[src/rtl/ex_div.sv]
// ex_div -- iterative radix-2 restoring divider for RV32M DIV/DIVU/REM/REMU.
//
// EX raises start_i for a divide and stalls until ready_o pulses. One
// quotient bit is produced per clock, so a normal operation returns its
// result WIDTH+1 cycles after start_i is sampled. A zero divisor and the
// signed overflow case (most-negative / -1) bypass the iteration and
// complete on the very next cycle.
//
// Ports
//   clk          in   1        clock, rising edge
//   rst          in   1        asynchronous reset, active low
//   signed_div_i in   1        1 = DIV/REM (two's complement), 0 = DIVU/REMU
//   opdata1_i    in   WIDTH    dividend
//   opdata2_i    in   WIDTH    divisor
//   start_i      in   1        request, sampled only while idle
//   annul_i      in   1        abort the current operation (pipeline flush)
//   result_o     out  2*WIDTH  {remainder, quotient}, held until next completion
//   ready_o      out  1        one-cycle pulse: result_o is valid
//   busy_o       out  1        operation in progress or completing
module ex_div #(
  parameter int WIDTH = 32
) (
  input  logic               clk,
  input  logic               rst,
  input  logic               signed_div_i,
  input  logic [WIDTH-1:0]   opdata1_i,
  input  logic [WIDTH-1:0]   opdata2_i,
  input  logic               start_i,
  input  logic               annul_i,
  output logic [2*WIDTH-1:0] result_o,
  output logic               ready_o,
  output logic               busy_o
);

  localparam int              CW       = $clog2(WIDTH);
  localparam logic [CW-1:0]   CNT_LAST = CW'(WIDTH - 1);
  localparam logic [CW-1:0]   CNT_ONE  = {{(CW-1){1'b0}}, 1'b1};
  localparam logic [WIDTH-1:0] ZERO_W  = {WIDTH{1'b0}};
  localparam logic [WIDTH-1:0] ONES_W  = {WIDTH{1'b1}};
  localparam logic [WIDTH-1:0] MOST_NEG = {1'b1, {(WIDTH-1){1'b0}}};

  typedef enum logic [1:0] {
    IDLE = 2'd0,
    BUSY = 2'd1,
    DONE = 2'd2
  } state_t;

  state_t           state_r, state_n;
  logic [CW-1:0]    cnt_r;
  logic [WIDTH-1:0] rem_r;
  logic [WIDTH-1:0] quo_r;
  logic [WIDTH-1:0] dvs_r;
  logic             q_neg_r;
  logic             r_neg_r;

  logic             start_ok_s;
  logic             op1_neg_s;
  logic             op2_neg_s;
  logic             div_zero_s;
  logic             ovf_s;
  logic [WIDTH-1:0] abs1_s;
  logic [WIDTH-1:0] abs2_s;
  logic [WIDTH:0]   shifted_s;
  logic [WIDTH+1:0] trial_s;
  logic             take_s;
  logic [WIDTH-1:0] rem_step_s;
  logic [WIDTH-1:0] quo_step_s;
  logic [WIDTH-1:0] rem_fin_s;
  logic [WIDTH-1:0] quo_fin_s;
  logic             last_s;

  // Operand decode and one restoring iteration of the datapath.
  always_comb begin
    start_ok_s = start_i & ~annul_i;
    op1_neg_s  = signed_div_i & opdata1_i[WIDTH-1];
    op2_neg_s  = signed_div_i & opdata2_i[WIDTH-1];
    div_zero_s = (opdata2_i == ZERO_W);
    ovf_s      = signed_div_i & (opdata1_i == MOST_NEG) & (opdata2_i == ONES_W);
    abs1_s     = op1_neg_s ? (ZERO_W - opdata1_i) : opdata1_i;
    abs2_s     = op2_neg_s ? (ZERO_W - opdata2_i) : opdata2_i;
    // The shifted partial remainder can reach 2*divisor-1, which needs
    // WIDTH+1 bits for a full-range unsigned divisor; one more bit holds
    // the borrow of the trial subtraction.
    shifted_s  = {rem_r, quo_r[WIDTH-1]};
    trial_s    = {1'b0, shifted_s} - {2'b00, dvs_r};
    take_s     = ~trial_s[WIDTH+1];
    // Whichever branch is taken, the new remainder is below the divisor,
    // so the low WIDTH bits are exact.
    rem_step_s = take_s ? trial_s[WIDTH-1:0] : shifted_s[WIDTH-1:0];
    quo_step_s = {quo_r[WIDTH-2:0], take_s};
    rem_fin_s  = r_neg_r ? (ZERO_W - rem_step_s) : rem_step_s;
    quo_fin_s  = q_neg_r ? (ZERO_W - quo_step_s) : quo_step_s;
    last_s     = (cnt_r == CNT_LAST);
  end

  // Next-state logic; annul_i overrides a completing iteration.
  always_comb begin
    state_n = state_r;
    case (state_r)
      IDLE: begin
        if (start_ok_s) begin
          if (div_zero_s || ovf_s) begin
            state_n = DONE;
          end else begin
            state_n = BUSY;
          end
        end else begin
          state_n = IDLE;
        end
      end
      BUSY: begin
        if (annul_i) begin
          state_n = IDLE;
        end else if (last_s) begin
          state_n = DONE;
        end else begin
          state_n = BUSY;
        end
      end
      DONE:    state_n = IDLE;
      default: state_n = IDLE;
    endcase
  end

  // State register.
  always_ff @(posedge clk or negedge rst) begin
    if (!rst) begin
      state_r <= IDLE;
    end else begin
      state_r <= state_n;
    end
  end

  // Datapath registers and registered status/result outputs.
  always_ff @(posedge clk or negedge rst) begin
    if (!rst) begin
      cnt_r    <= {CW{1'b0}};
      rem_r    <= ZERO_W;
      quo_r    <= ZERO_W;
      dvs_r    <= ZERO_W;
      q_neg_r  <= 1'b0;
      r_neg_r  <= 1'b0;
      result_o <= {(2*WIDTH){1'b0}};
      ready_o  <= 1'b0;
      busy_o   <= 1'b0;
    end else begin
      ready_o <= (state_n == DONE);
      busy_o  <= (state_n != IDLE);
      case (state_r)
        IDLE: begin
          if (start_ok_s) begin
            if (div_zero_s) begin
              result_o <= {opdata1_i, ONES_W};
            end else if (ovf_s) begin
              result_o <= {ZERO_W, opdata1_i};
            end else begin
              cnt_r   <= {CW{1'b0}};
              rem_r   <= ZERO_W;
              quo_r   <= abs1_s;
              dvs_r   <= abs2_s;
              q_neg_r <= op1_neg_s ^ op2_neg_s;
              r_neg_r <= op1_neg_s;
            end
          end
        end
        BUSY: begin
          if (annul_i) begin
            cnt_r <= {CW{1'b0}};
          end else begin
            rem_r <= rem_step_s;
            quo_r <= quo_step_s;
            cnt_r <= cnt_r + CNT_ONE;
            if (last_s) begin
              result_o <= {rem_fin_s, quo_fin_s};
            end
          end
        end
        default: begin
        end
      endcase
    end
  end

endmodule

[config.mk]
export PLATFORM = sky130hd
export DESIGN_NAME = ex_div
export DESIGN_NICKNAME = d
export VERILOG_FILES = /design/src/rtl/ex_div.sv
export SDC_FILE = /design/constraint.sdc
export NUM_CORES = 1
export LEC_CHECK = 0
export ABC_AREA = 1
export CORE_ASPECT_RATIO = 0.9
export CORE_MARGIN = 2
export CORE_UTILIZATION = 48
export DETAILED_ROUTE_END_ITERATION = 10
export GPL_ROUTABILITY_DRIVEN = 1
export GPL_TIMING_DRIVEN = 1
export PLACE_DENSITY = 0.71
export SYNTH_ARGS = -nofsm -noshare
export SYNTH_HDL_FRONTEND = slang
export SYNTH_SLANG_ARGS = --single-unit
[constraint.sdc]
create_clock -name clk -period 3.5 [get_ports clk]
set_input_delay 1.05 -clock clk [delete_from_list [all_inputs] [get_ports clk]]
set_output_delay 1.05 -clock clk [all_outputs]
set_load 0.01 [all_outputs]
==> results.cfg <==
[hold_path]
hold_start = dvs_r[3]
whs_path_depth = 2
holdPathEnd = dvs_r[3]
hp-class = register to register

[clock_network]
clkTransAtPathRegs_ps = 70
cts_buffer_depth = 2
tritoncts = yes
number_of_levels_the_h_tree_was_split_into = 4
clock_network_latency_to_the_later_pin_of_the_worst_skew_pair_ps = 450
clk_root_buffer_cell = sky130_fd_sc_hd__clkbuf_16
clock-sinks = 171
cts_made_buffers = 17

[power_and_ir_drop]
power.leakage_nw = 9.38
ir_worst_vdd_v = 0.000818
power_total_mw = 18.2
cellPowerDensity_nw_per_um2 = 975

[layout]
final_core_utilization_pct = 66.2
drive_gt1_share_pct = 19.9
stdcell_area_um2 = 18600
insertedDiodeCount = 0
layout.cells.non_filler = 2855
fillers = 2529
area_growth_syn_to_layout_pct = 34.8
final_nets = 2591
combined_area_of_the_multi_input_logic_cells_um2 = 8420
register_area_um2 = 4280

[routing]
firstDrtPassIters = 6
routed_wirelength_um = 53000
dr_total_vias = 15846
detail-route-antenna-nets = 0
detail_route.vias_per_cell = 5.55
route.detailed.wl_per_inst_um = 18.6
drcViolationCount = 0
detail_route.iter0.violations = 1879

[timing]
max_slew_margin_pct = 45.0
final_min_period_over_clock_period_pct = 95.9
layout_min_cycle_time_ps = 3360
whs_ps = 491
slew_worst_pin_ps = 824
final-hold-violation-count = 0
setup_viol = 0
final-max-slew-violation-count = 0
setup_repair_after_global_routing_missed_its_margin = true
clock-skew-final_ps = 15.2
setup_total_negative_slack_ps = 0
timing.final.ws_setup_ps = 143
fmax_mhz = 298

[floorplan]
dieHeight_um = 165
design.core.area_um2 = 28200
boundaryPins = 135
fp-row-count = 58
initial_core_util_pct = 49.1
dieWidth_um = 183
total_die_area_um2 = 30200

[global_route]
globalRouteTotalUtil_pct = 34.1
grt_max_degree = 77
first_global_vias = 14678
grt_antenna_before_repair = 4
wire_length_of_the_first_global_routing_pass_um = 79100
gr-total-overflow = 0

[setup_path]
worst-r2r-setup-slack_ps = 140
cp_slowest_stage_delay_ps = 420
timing.rr.end = result_o[30]
timing.critical_path.arrival_ps = 3730
worst-path-max-fanout = 3
timing.critical_path.from_type = register
critical_path_rt_ps = 3870
crit_path_top_delay_cell = sky130_fd_sc_hd__dfrtp_1
rr_worst_depth = 25
crit_path_end_kind = register
crit_type = register to register
regToRegStartpoint = dvs_r[26]

[place]
place_ws_ps = -485
detailedPlacementHpwl_um = 40200
placement.cell_area_um2 = 17300
placer_s_final_routability_congestion_estimate = 0.960
buffer_ports.inserted = 134
post-place-cells = 2798

[yosys]
async_reset_ff_share_pct = 100
netlist_top_cells_area = sky130_fd_sc_hd__dfrtp_1, sky130_fd_sc_hd__nand2_1, sky130_fd_sc_hd__inv_1, sky130_fd_sc_hd__nor2_1, sky130_fd_sc_hd__nand3_1
synth.distinct_cells = 57
synth-seq-cells = 171
synth_top_cell_area_share_pct = 31.0
synthesis.area_um2 = 13800
synth_edf_count = 0
yosys_warnings = 0
synthesis.area_per_instance_um2 = 6.48
yosys.area.top_type = sky130_fd_sc_hd__dfrtp_1
post_synth_inst_count = 2133
seq_area_frac_synth_pct = 31.0
synthesis.nets = 2242
synth_top_flop_cell = sky130_fd_sc_hd__dfrtp_1

[flow_run]
cap_viol_max_count = 0

[status]
status = finished clean
==> repair_timing <==
| item | in CTS | in global routing |
|---|---|---|
| hold buffers | 0 | 0 |
| gates resized for setup | 23 | 103 |
| endpoints found under the setup margin | 18 | 143 |
| pin swaps | 3 | 42 |
| buffers inserted | 1 | 16 |
| cloned | 0 | 8 |
==> synthesized netlist by cell type, drive strengths merged (9+ instances only) <==
library cell and count:
o211ai 9, nor2 255, dfrtp 171, a21oi 111, nand4 30, o21ai 168, a31oi 24, xor2 37
xnor2 12, clkbuf 45, o221ai 14, nand3 175, ha 39, nor3 32, nor4 9, nand2 608
inv 320, buf 26
==> cell families (layout without fill, tap and decap cells) <==
group                    after synthesis  count (layout)  synth area share (%)
XOR/XNOR                              49              49                  3.10
buffers and inverters                395             757                  11.4
adder cells (fa/ha/maj)               40              40                  3.67
AND/OR/NAND/NOR                     1121            1121                  36.3
AO/OA/AOI/OAI                        357             357                  14.6
flip-flops                           171             171                  31.0
==> layer usage <==
| layer | track usage [%] | wire length [µm] | vias up | part of all wire (%) |
|---|---|---|---|---|
| met5 | 0 | 62 | - | 0.12 |
| met4 | 9.05 | 1200 | 8 | 2.3 |
| met3 | 7.41 | 5250 | 105 | 9.9 |
| met2 | 51.9 | 22600 | 759 | 43 |
| met1 | 49.1 | 23900 | 7400 | 45 |
| li1 | - | - | 7574 | - |
==> worst max-delay path by stage <==
stage                       startpoint            to  slack [ps]  cells past startpoint
final                        dvs_r[26]  result_o[30]         140                     25
after global routing         dvs_r[28]  result_o[54]         -20                     23
after CTS                    dvs_r[26]  result_o[30]          10                     25
after detailed placement  opdata1_i[0]  result_o[61]        -480                     15
after global placement    opdata1_i[0]  result_o[61]        -370                     15
after floorplan              rem_r[18]  result_o[28]           2                     23
==> flip-flops by register name, indices dropped and copies added (netlist names) <==
| signal | cells |
|---|---|
| busy_o | 1 |
| cnt_r | 5 |
| result_o | 64 |
| state_r | 2 |
| q_neg_r | 1 |
| rem_r | 32 |
| quo_r | 32 |
| ready_o | 1 |
| r_neg_r | 1 |
| dvs_r | 32 |
==> layout make-up <==
| class | count | share of cell area [%] |
|---|---|---|
| multi-input cells | 1567 | 45.2 |
| flip-flops and latches | 171 | 23.0 |
| repair buffers | 401 | 19.8 |
| inverters | 324 | 6.67 |
| well taps | 360 | 2.42 |
| clock buffers | 19 | 2.32 |
| clock inverters | 13 | 0.624 |
==> worst max-delay path: cells and delay by family (launching register included) <==
family | cells | cell delay (ps)
xor gates and xnor gates | 1 | 160
DFF | 1 | 420
and+or+nand+nor | 10 | 940
buffers and inverters | 7 | 650
adders and majority gates | 2 | 350
AOI/OAI and AO/OA | 5 | 750
==> cell usage in the layout (no fill, tap or decap), types with 9 or more instances in the layout <==
cell type | netlist | routed
sky130_fd_sc_hd__a31oi_1 | 24 | 21
sky130_fd_sc_hd__o21ai_0 | 152 | 142
sky130_fd_sc_hd__ha_4 | 0 | 17
sky130_fd_sc_hd__clkbuf_16 | 0 | 23
sky130_fd_sc_hd__buf_4 | 1 | 239
sky130_fd_sc_hd__nand4_1 | 30 | 30
sky130_fd_sc_hd__buf_12 | 0 | 14
sky130_fd_sc_hd__o221ai_1 | 14 | 14
sky130_fd_sc_hd__nand2_4 | 10 | 11
sky130_fd_sc_hd__nand2_2 | 25 | 32
sky130_fd_sc_hd__o21ai_1 | 11 | 20
sky130_fd_sc_hd__inv_1 | 304 | 280
sky130_fd_sc_hd__nor2_2 | 13 | 20
sky130_fd_sc_hd__nand3_2 | 12 | 15
sky130_fd_sc_hd__xnor2_1 | 12 | 12
sky130_fd_sc_hd__nor2_4 | 9 | 11
sky130_fd_sc_hd__nor4_1 | 9 | 9
sky130_fd_sc_hd__ha_1 | 39 | 20
sky130_fd_sc_hd__nor3_1 | 25 | 22
sky130_fd_sc_hd__a21oi_1 | 105 | 98
sky130_fd_sc_hd__dfrtp_1 | 171 | 170
sky130_fd_sc_hd__o211ai_1 | 9 | 9
sky130_fd_sc_hd__nand2_1 | 571 | 563
sky130_fd_sc_hd__a21oi_2 | 5 | 10
sky130_fd_sc_hd__clkdlybuf4s50_1 | 0 | 126
sky130_fd_sc_hd__inv_2 | 16 | 33
sky130_fd_sc_hd__nor2_1 | 232 | 223
sky130_fd_sc_hd__xor2_1 | 37 | 37
sky130_fd_sc_hd__nand3_1 | 161 | 157
==> where the power goes <==
group | total (mW) | internal [mW] | switching, mW
combinational | 13.6 | 5.03 | 8.56
sequential | 2.74 | 2.35 | 0.398
clock | 1.83 | 0.928 | 0.899
(Power assumes the default switching activity.)
